[config.mk]
export PLATFORM = sky130hd
export DESIGN_NAME = fifo_wr_arbiter
export DESIGN_NICKNAME = d
export VERILOG_FILES = /design/src/rtl/fifo_wr_arbiter.sv
export SDC_FILE = /design/constraint.sdc
export NUM_CORES = 1
export LEC_CHECK = 0
export ABC_AREA = 1
export CAP_MARGIN = 20
export CORE_AREA = 3 3 59 61
export DETAILED_ROUTE_END_ITERATION = 7
export DIE_AREA = 0 0 62 64
export PLACE_DENSITY = 0.79
export SETUP_SLACK_MARGIN = 0.05
export SYNTH_ARGS = -nofsm -noshare
export SYNTH_HDL_FRONTEND = slang
export SYNTH_SLANG_ARGS = --single-unit
[constraint.sdc]
create_clock -name clk -period 4.3 [get_ports clk]
set_input_delay 0.86 -clock clk [delete_from_list [all_inputs] [get_ports clk]]
set_output_delay 0.86 -clock clk [all_outputs]
set_load 0.01 [all_outputs]
[src/rtl/fifo_wr_arbiter.sv]
`default_nettype none
// ============================================================================
// Module      : fifo_wr_arbiter
// Description : Round-robin write arbiter sharing one FIFO write port between
//               NUM_REQ producers. Each grant accepts a burst of at most
//               BURST_MAX words, then control rotates to the next requester.
//               FIFO full stalls the current grant without revoking it.
// Revision    : 1.0 - initial release
// ============================================================================
module fifo_wr_arbiter #(
  parameter int NUM_REQ    = 4,
  parameter int DATA_WIDTH = 8,
  parameter int BURST_MAX  = 4
) (
  input  logic                          clk,
  input  logic                          reset,
  input  logic [NUM_REQ-1:0]            req,
  input  logic [NUM_REQ*DATA_WIDTH-1:0] req_data,
  output logic [NUM_REQ-1:0]            ack,
  output logic [NUM_REQ-1:0]            gnt,
  output logic                          busy,
  input  logic                          full,
  output logic                          wr,
  output logic [DATA_WIDTH-1:0]         w_data
);

  // Index and burst counter widths
  localparam int IDX_W = (NUM_REQ > 1) ? $clog2(NUM_REQ) : 1;
  localparam int CNT_W = $clog2(BURST_MAX) + 1;

  localparam logic [IDX_W-1:0] LAST_IDX    = IDX_W'(NUM_REQ - 1);
  localparam logic [IDX_W:0]   NUM_REQ_EXT = (IDX_W + 1)'(NUM_REQ);
  localparam logic [CNT_W-1:0] BURST_LAST  = CNT_W'(BURST_MAX - 1);

  // FSM encoding
  localparam logic [0:0] ST_IDLE  = 1'b0;
  localparam logic [0:0] ST_GRANT = 1'b1;

  logic [0:0]            state;
  logic [0:0]            state_next;
  logic [IDX_W-1:0]      g;
  logic [IDX_W-1:0]      rr_ptr;
  logic [CNT_W-1:0]      cnt;

  logic [DATA_WIDTH-1:0] data_arr [NUM_REQ];
  logic [IDX_W:0]        rot_sum  [NUM_REQ];
  logic [IDX_W-1:0]      rot_idx  [NUM_REQ];
  logic [NUM_REQ-1:0]    rot_req;
  logic [IDX_W-1:0]      pick;
  logic [NUM_REQ-1:0]    pick_onehot;
  logic                  any_req;

  logic                  grant_active;
  logic                  accept;
  logic                  burst_done;
  logic                  withdraw;
  logic                  release_grant;
  logic [IDX_W-1:0]      g_inc;

  // Split the flat requester data bus into one word per requester
  generate
    for (genvar i = 0; i < NUM_REQ; i++) begin : g_unpack
      assign data_arr[i] = req_data[i*DATA_WIDTH +: DATA_WIDTH];
    end
  endgenerate

  // Candidate k of the rotation is requester (rr_ptr + k) mod NUM_REQ.
  // rr_ptr and k are both below NUM_REQ, so a single conditional subtract
  // is enough to wrap.
  generate
    for (genvar k = 0; k < NUM_REQ; k++) begin : g_rotate
      assign rot_sum[k] = {1'b0, rr_ptr} + (IDX_W + 1)'(k);
      assign rot_idx[k] = IDX_W'((rot_sum[k] >= NUM_REQ_EXT) ?
                                 (rot_sum[k] - NUM_REQ_EXT) : rot_sum[k]);
      assign rot_req[k] = req[rot_idx[k]];
    end
  endgenerate

  assign any_req = |req;

  // First active requester at or after rr_ptr; lowest rotation offset wins
  always_comb begin
    pick        = rot_idx[0];
    pick_onehot = '0;
    for (int k = NUM_REQ - 1; k >= 0; k--) begin
      if (rot_req[k]) begin
        pick = rot_idx[k];
      end
    end
    pick_onehot[pick] = 1'b1;
  end

  // Grant-phase qualifiers, all from registered state plus live req/full
  assign grant_active  = (state == ST_GRANT);
  assign accept        = grant_active & req[g] & ~full;
  assign burst_done    = accept & (cnt == BURST_LAST);
  assign withdraw      = grant_active & ~req[g];
  assign release_grant = burst_done | withdraw;
  assign g_inc         = (g == LAST_IDX) ? '0 : g + 1'b1;

  // FSM state register
  always_ff @(posedge clk or negedge reset) begin
    if (!reset) begin
      state <= ST_IDLE;
    end else begin
      state <= state_next;
    end
  end

  // FSM next-state: arbitrate from IDLE, return after burst end or withdrawal
  always_comb begin
    state_next = state;
    case (state)
      ST_IDLE: begin
        if (any_req) begin
          state_next = ST_GRANT;
        end
      end
      ST_GRANT: begin
        if (release_grant) begin
          state_next = ST_IDLE;
        end
      end
      default: begin
        state_next = ST_IDLE;
      end
    endcase
  end

  // FSM outputs: write strobe, ack and data steered from the granted slot
  always_comb begin
    ack    = '0;
    ack[g] = accept;
    wr     = accept;
    w_data = data_arr[g];
  end

  // Grant index, rotation pointer, burst count and registered grant flags
  always_ff @(posedge clk or negedge reset) begin
    if (!reset) begin
      g      <= '0;
      rr_ptr <= '0;
      cnt    <= '0;
      gnt    <= '0;
      busy   <= 1'b0;
    end else begin
      case (state)
        ST_IDLE: begin
          if (any_req) begin
            g    <= pick;
            cnt  <= '0;
            gnt  <= pick_onehot;
            busy <= 1'b1;
          end
        end
        ST_GRANT: begin
          // Stall cycles (full) leave cnt untouched so they never shorten a burst
          if (accept) begin
            cnt <= cnt + 1'b1;
          end
          if (release_grant) begin
            rr_ptr <= g_inc;
            gnt    <= '0;
            busy   <= 1'b0;
          end
        end
        default: begin
          gnt  <= '0;
          busy <= 1'b0;
        end
      endcase
    end
  end

endmodule
`default_nettype wire

==> results.cfg, run 1 <==
[sta]
max_slew_margin_pct = 53.0
fin_crit_ns = 3.51
finClkSkew_ns = 0.00495
final-max-slew-violation-count = 0
setup_tns_ns = 0
setup_viol = 0
tightest_slew_ns = 0.705
setup_slack_ns = 0.789
hold_slack_ns = 0.486
grt_setup_unrepaired = no
timing.fmax_ghz = 0.285
hold_viol_final = 0
min_period_over_period_pct = 81.6

[cells_and_area]
final_cell_mix = clkdlybuf4s50_1 (56), nand2_1 (28), nor2_1 (23), o21ai_0 (17), nand2_2 (15)
fin_nets = 275
stdcell_area_um2 = 1800
layout-drive-gt1-share_pct = 16.6
fillers = 284
layout_commonest_cell = clkdlybuf4s50_1
fin_cells = 273
final_util_pct = 59.4
syn_to_final_growth_pct = 51.4
num_antenna_cells = 0

[worst_setup_path]
r2r_setup_slack_ns = 2.37
crit_fanout = 9
ff2ff_path_depth = 4
crit_path_end_kind = output pin
worstSetupStartpoint = req[2]
reg2reg_from = g[0]$_DFFE_PN0P_
arrival_ns = 2.65
crit_type = in -> out
worstReg2RegEnd = rr_ptr[1]$_DFFE_PN0P_
cp-start-kind = input port
required_ns = 3.44

[place]
post-place-ws_ns = 0.787
place_area_um2 = 1770
hpwl_um = 2590
gp_congestion = 0.809
io_buffers = 56
post-place-cells = 269

[yosys]
synth_area_per_cell_um2 = 6.83
ys_warn_count = 0
synth_edf_count = 0
synthFlopType = dfrtp_1
synth_top_area_share_pct = 27.4
yosys-top-cells-area = dfrtp_1 (27%), nand2_1 (8.8%), nand2_2 (7.9%)
syn_area_um2 = 1190
synth_area_leader_cell = dfrtp_1
async_flop_share_pct = 100
seq_area_frac_synth_pct = 27.4
ys_ff_latch = 13
synth_cell_type_count = 24
syn_inst = 174
synth_nets = 219

[global_route]
grt_pass1_vias = 1191
grt_usage_pct = 16.5
grt_overflow = 0
antenna_found_initial = 0
grt_pass1_wl_um = 5120
met3_usage_pct = 3.43
gr-usage-met2_pct = 28.2
gr-usage-met1_pct = 21.2
grt-busiest-layer = met2
grt_max_degree = 25

[detailed_routing]
routed_wl_um = 3250
via_per_inst = 4.75
via_count = 1296
drc = 0
first_pass_iters = 4
wl_per_cell_um = 11.9
dr.first_iter.drc_count = 58
ant_nets = 0

[min_path]
min_from = gnt[1]$_DFFE_PN0P_
hold_path_depth = 2
hp-class = reg -> reg
min_to = gnt[1]$_DFFE_PN0P_

[run]
maxCapViolCount = 0

[pwr]
p_total_mw = 1.13
p_leak_nw = 0.810
vdd_drop_max_mv = 0.397
p_per_area_nw_per_um2 = 630

[clock_network]
htree_levels = 1
insertion_delay_ns = 0.26
cts_buffers = 3
cts_tree = yes
post_cts_resized = 0
clkSinkCount = 13
post_cts_buffers = 0
cts_buffer_depth = 2
cts.clk_slew.worst_paths_ns = 0.08
root_buffer = clkbuf_4
cts-hold-fix-buffers = 0

[floorplan]
die_y_um = 64
die_x_um = 62
start_util_pct = 39.3
io_pins = 57
coreArea_um2 = 3030
fp-row-count = 20
dieArea_um2 = 3970

[run_status]
status = completed
layer usage:
| layer | part of all wire [%] | vias to the layer above |
|---|---|---|
| li1 | - | 676 |
| met1 | 43 | 579 |
| met2 | 48 | 37 |
| met3 | 7.6 | 4 |
| met4 | 0.89 | 0 |
| met5 | 0 | - |
worst max-delay path by stage:
| stage | cells past startpoint | endpoint | slack (ns) |
|---|---|---|---|
| 6_report | 8 | ack[2] | 0.79 |
| 5_1_grt | 8 | ack[3] | 0.63 |
| 4_1_cts | 8 | ack[2] | 0.78 |
| 3_5_place_dp | 8 | ack[2] | 0.79 |
| 3_3_place_gp | 8 | ack[1] | 0.84 |
| 2_1_floorplan | 6 | ack[0] | 1.79 |
area by class of cell:
type | instances | area (um2) | area share [%]
Clock buffer | 4 | 26.3 | 1.46
Inverter | 23 | 93.8 | 5.22
Multi-Input combinational cell | 133 | 738 | 41.0
Sequential cell | 13 | 325 | 18.1
Tap cell | 44 | 55.1 | 3.06
Timing Repair Buffer | 56 | 561 | 31.2
flip-flops by register name, summed over array words and instances (netlist names):
name and flops:
cnt 3, rr_ptr 2, gnt 4, g 2, busy 1, grant_active 1
logic make-up after synthesis:
group | count (synthesis) | synth area share [%]
compound gates | 40 | 19.5
fa+ha+maj | 6 | 6.32
flops | 13 | 27.4
simple gates | 87 | 36.3
buf+inv | 28 | 10.5
worst max-delay path, stage by stage:
cell	delay, ns
clkdlybuf4s50_1	0.48
inv_1	0.09
o21ai_1	0.17
nand2_2	0.12
nor3_4	0.18
inv_2	0.11
nor2_1	0.10
clkdlybuf4s50_1	0.54
where the power goes:
part | internal, mW | switching, mW | total (mW)
logic | 0.355 | 0.454 | 0.809
registers | 0.168 | 0.0849 | 0.253
clock network | 0.0358 | 0.0354 | 0.0712
total | 0.559 | 0.574 | 1.13
cell usage after synthesis (2+ instances only):
cell	number
nand4_1	3
nor2_1	23
nor2_2	2
ha_1	6
o21ai_1	9
inv_2	9
nand2_1	28
a21oi_1	2
nand2_2	15
o22ai_1	8
dfrtp_1	13
buf_2	4
o21ai_0	17
nand2_4	3
nand3_1	11
inv_1	13
(Power assumes the default switching activity.)
==> inputs of run 2 (changes only) <==
==> constraint.sdc (replaced) <==
create_clock -name clk -period 3.38 [get_ports clk]
set_input_delay 0.676 -clock clk [delete_from_list [all_inputs] [get_ports clk]]
set_output_delay 0.676 -clock clk [all_outputs]
set_load 0.01 [all_outputs]
==> run 2 against run 1 <==
Core utilization up 0.25 points. Cell area up 0.42%. Die area unchanged. Critical path depth unchanged. Wire length down 1.8%. Largest power group unchanged.
==> results.cfg, run 2 (synthesized netlist as in run 1, its figures left out) <==
[run_status]
status = completed

[cells_and_area]
regArea_um2 = 325
stdcell_area_um2 = 1810
largest_reg_flops = 4
multi_input_area_um2 = 738
syn_to_final_growth_pct = 52.0
fillers = 284
layout_commonest_cell = clkdlybuf4s50_1
fin_nets = 276
final_util_pct = 59.7
reg_top3 = gnt x4, cnt x3
top_register = gnt
layout-drive-gt1-share_pct = 17.0
num_antenna_cells = 0
fin_cells = 274
final_cell_mix = clkdlybuf4s50_1 (56), nand2_1 (28), nor2_1 (23), o21ai_0 (17), nand2_2 (15)

[global_route]
grt_pass1_wl_um = 5350
grt_usage_pct = 17.3
grt_max_degree = 20
grt_pass1_vias = 1261
antenna_found_initial = 0
grt_overflow = 0

[worst_setup_path]
r2r_setup_slack_ns = 1.67
crit_type = in -> out
critPathCapture = ack[0]
required_ns = 2.70
crit_path_end_kind = output pin
arrival_ns = 2.45
worstReg2RegEnd = gnt[0]$_DFFE_PN0P_
cp-start-kind = input port
ff2ff_path_depth = 9
crit_fanout = 9
reg2reg_from = g[1]$_DFFE_PN0P_
worstSetupStartpoint = req[2]

[clock_network]
insertion_delay_ns = 0.27
cts.clk_slew.worst_paths_ns = 0.08
htree_levels = 1
post_cts_resized = 0
root_buffer = clkbuf_4
cts-hold-fix-buffers = 0
cts_buffers = 3
post_cts_buffers = 0
clkSinkCount = 13
cts_buffer_depth = 2
cts_tree = yes

[pwr]
vdd_drop_max_mv = 0.559
p_per_area_nw_per_um2 = 799
p_leak_nw = 0.815

[floorplan]
fp-row-count = 20
io_pins = 57
die_y_um = 64
coreArea_um2 = 3030
start_util_pct = 39.3
die_x_um = 62
dieArea_um2 = 3970

[sta]
timing.fmax_ghz = 0.320
min_period_over_period_pct = 92.6
max_slew_margin_pct = 63.8
finClkSkew_ns = 0.00123
setup_viol = 0
setup_tns_ns = 0
grt_setup_unrepaired = no
fin_crit_ns = 3.13
hold_slack_ns = 0.484
tightest_slew_ns = 0.541
hold_viol_final = 0
final-max-slew-violation-count = 0

[min_path]
hp-class = reg -> reg

[place]
post-place-cells = 270
place_area_um2 = 1780
gp_congestion = 0.803
hpwl_um = 2570
io_buffers = 56

[detailed_routing]
via_per_inst = 4.72
first_pass_iters = 4
via_count = 1293
dr.first_iter.drc_count = 39
wl_per_cell_um = 11.7
routed_wl_um = 3200
ant_nets = 0
drc = 0

[run]
maxCapViolCount = 0
==> run 2: changes by cell type in the layout (fill, tap and decap cells not counted) <==
cell,before,now
buf_4,0,1
==> run 2: cell type report <==
class,instances,area share (%)
well taps,44,3.05
multi-input cells,133,40.9
flip-flops and latches,13,18.0
inverters,23,5.19
repair buffers,57,31.4
clock buffers,4,1.45
==> run 2: metal layers <==
metal | GRT usage (%) | part of all wire (%)
met1 | 21.7 | 44
met3 | 2.22 | 6.7
met4 | 5.31 | 0.38
met5 | 0 | 0
met2 | 29.7 | 49
==> run 2: critical path, cell delays in order <==
cell	delay (ns)
clkdlybuf4s50_1	0.48
inv_1	0.09
o21ai_1	0.17
nand2_2	0.10
nor3_4	0.17
inv_2	0.11
nor2_1	0.11
clkdlybuf4s50_1	0.55
==> run 2: report_power, final <==
| group | total, mW | switching (mW) | internal, mW |
|---|---|---|---|
| logic | 1.06 | 0.599 | 0.458 |
| registers | 0.293 | 0.0784 | 0.215 |
| clock network | 0.0946 | 0.0489 | 0.0457 |
| total | 1.44 | 0.726 | 0.719 |
==> run 2: stage by stage <==
step | power [mW] | setup slack (ns)
2_1_floorplan | 1.01 | 1.24
3_3_place_gp | 1.34 | 0.296
3_5_place_dp | 1.36 | 0.241
4_1_cts | 1.46 | 0.227
5_1_grt | 1.60 | 0.123
6_report | 1.44 | 0.252
==> run 2: worst min-delay path by stage <==
| stage | cells after the start | slack, ns | endpoint | from |
|---|---|---|---|---|
| after floorplan | 0 | 0.38 | busy$_DFFE_PN0P_ | reset |
| after global placement | 2 | 0.47 | gnt[2]$_DFFE_PN0P_ | gnt[2]$_DFFE_PN0P_ |
| after detailed placement | 2 | 0.46 | gnt[2]$_DFFE_PN0P_ | gnt[2]$_DFFE_PN0P_ |
| after CTS | 2 | 0.49 | gnt[1]$_DFFE_PN0P_ | gnt[1]$_DFFE_PN0P_ |
| after global routing | 2 | 0.53 | gnt[0]$_DFFE_PN0P_ | gnt[0]$_DFFE_PN0P_ |
| final | 2 | 0.48 | gnt[1]$_DFFE_PN0P_ | gnt[1]$_DFFE_PN0P_ |
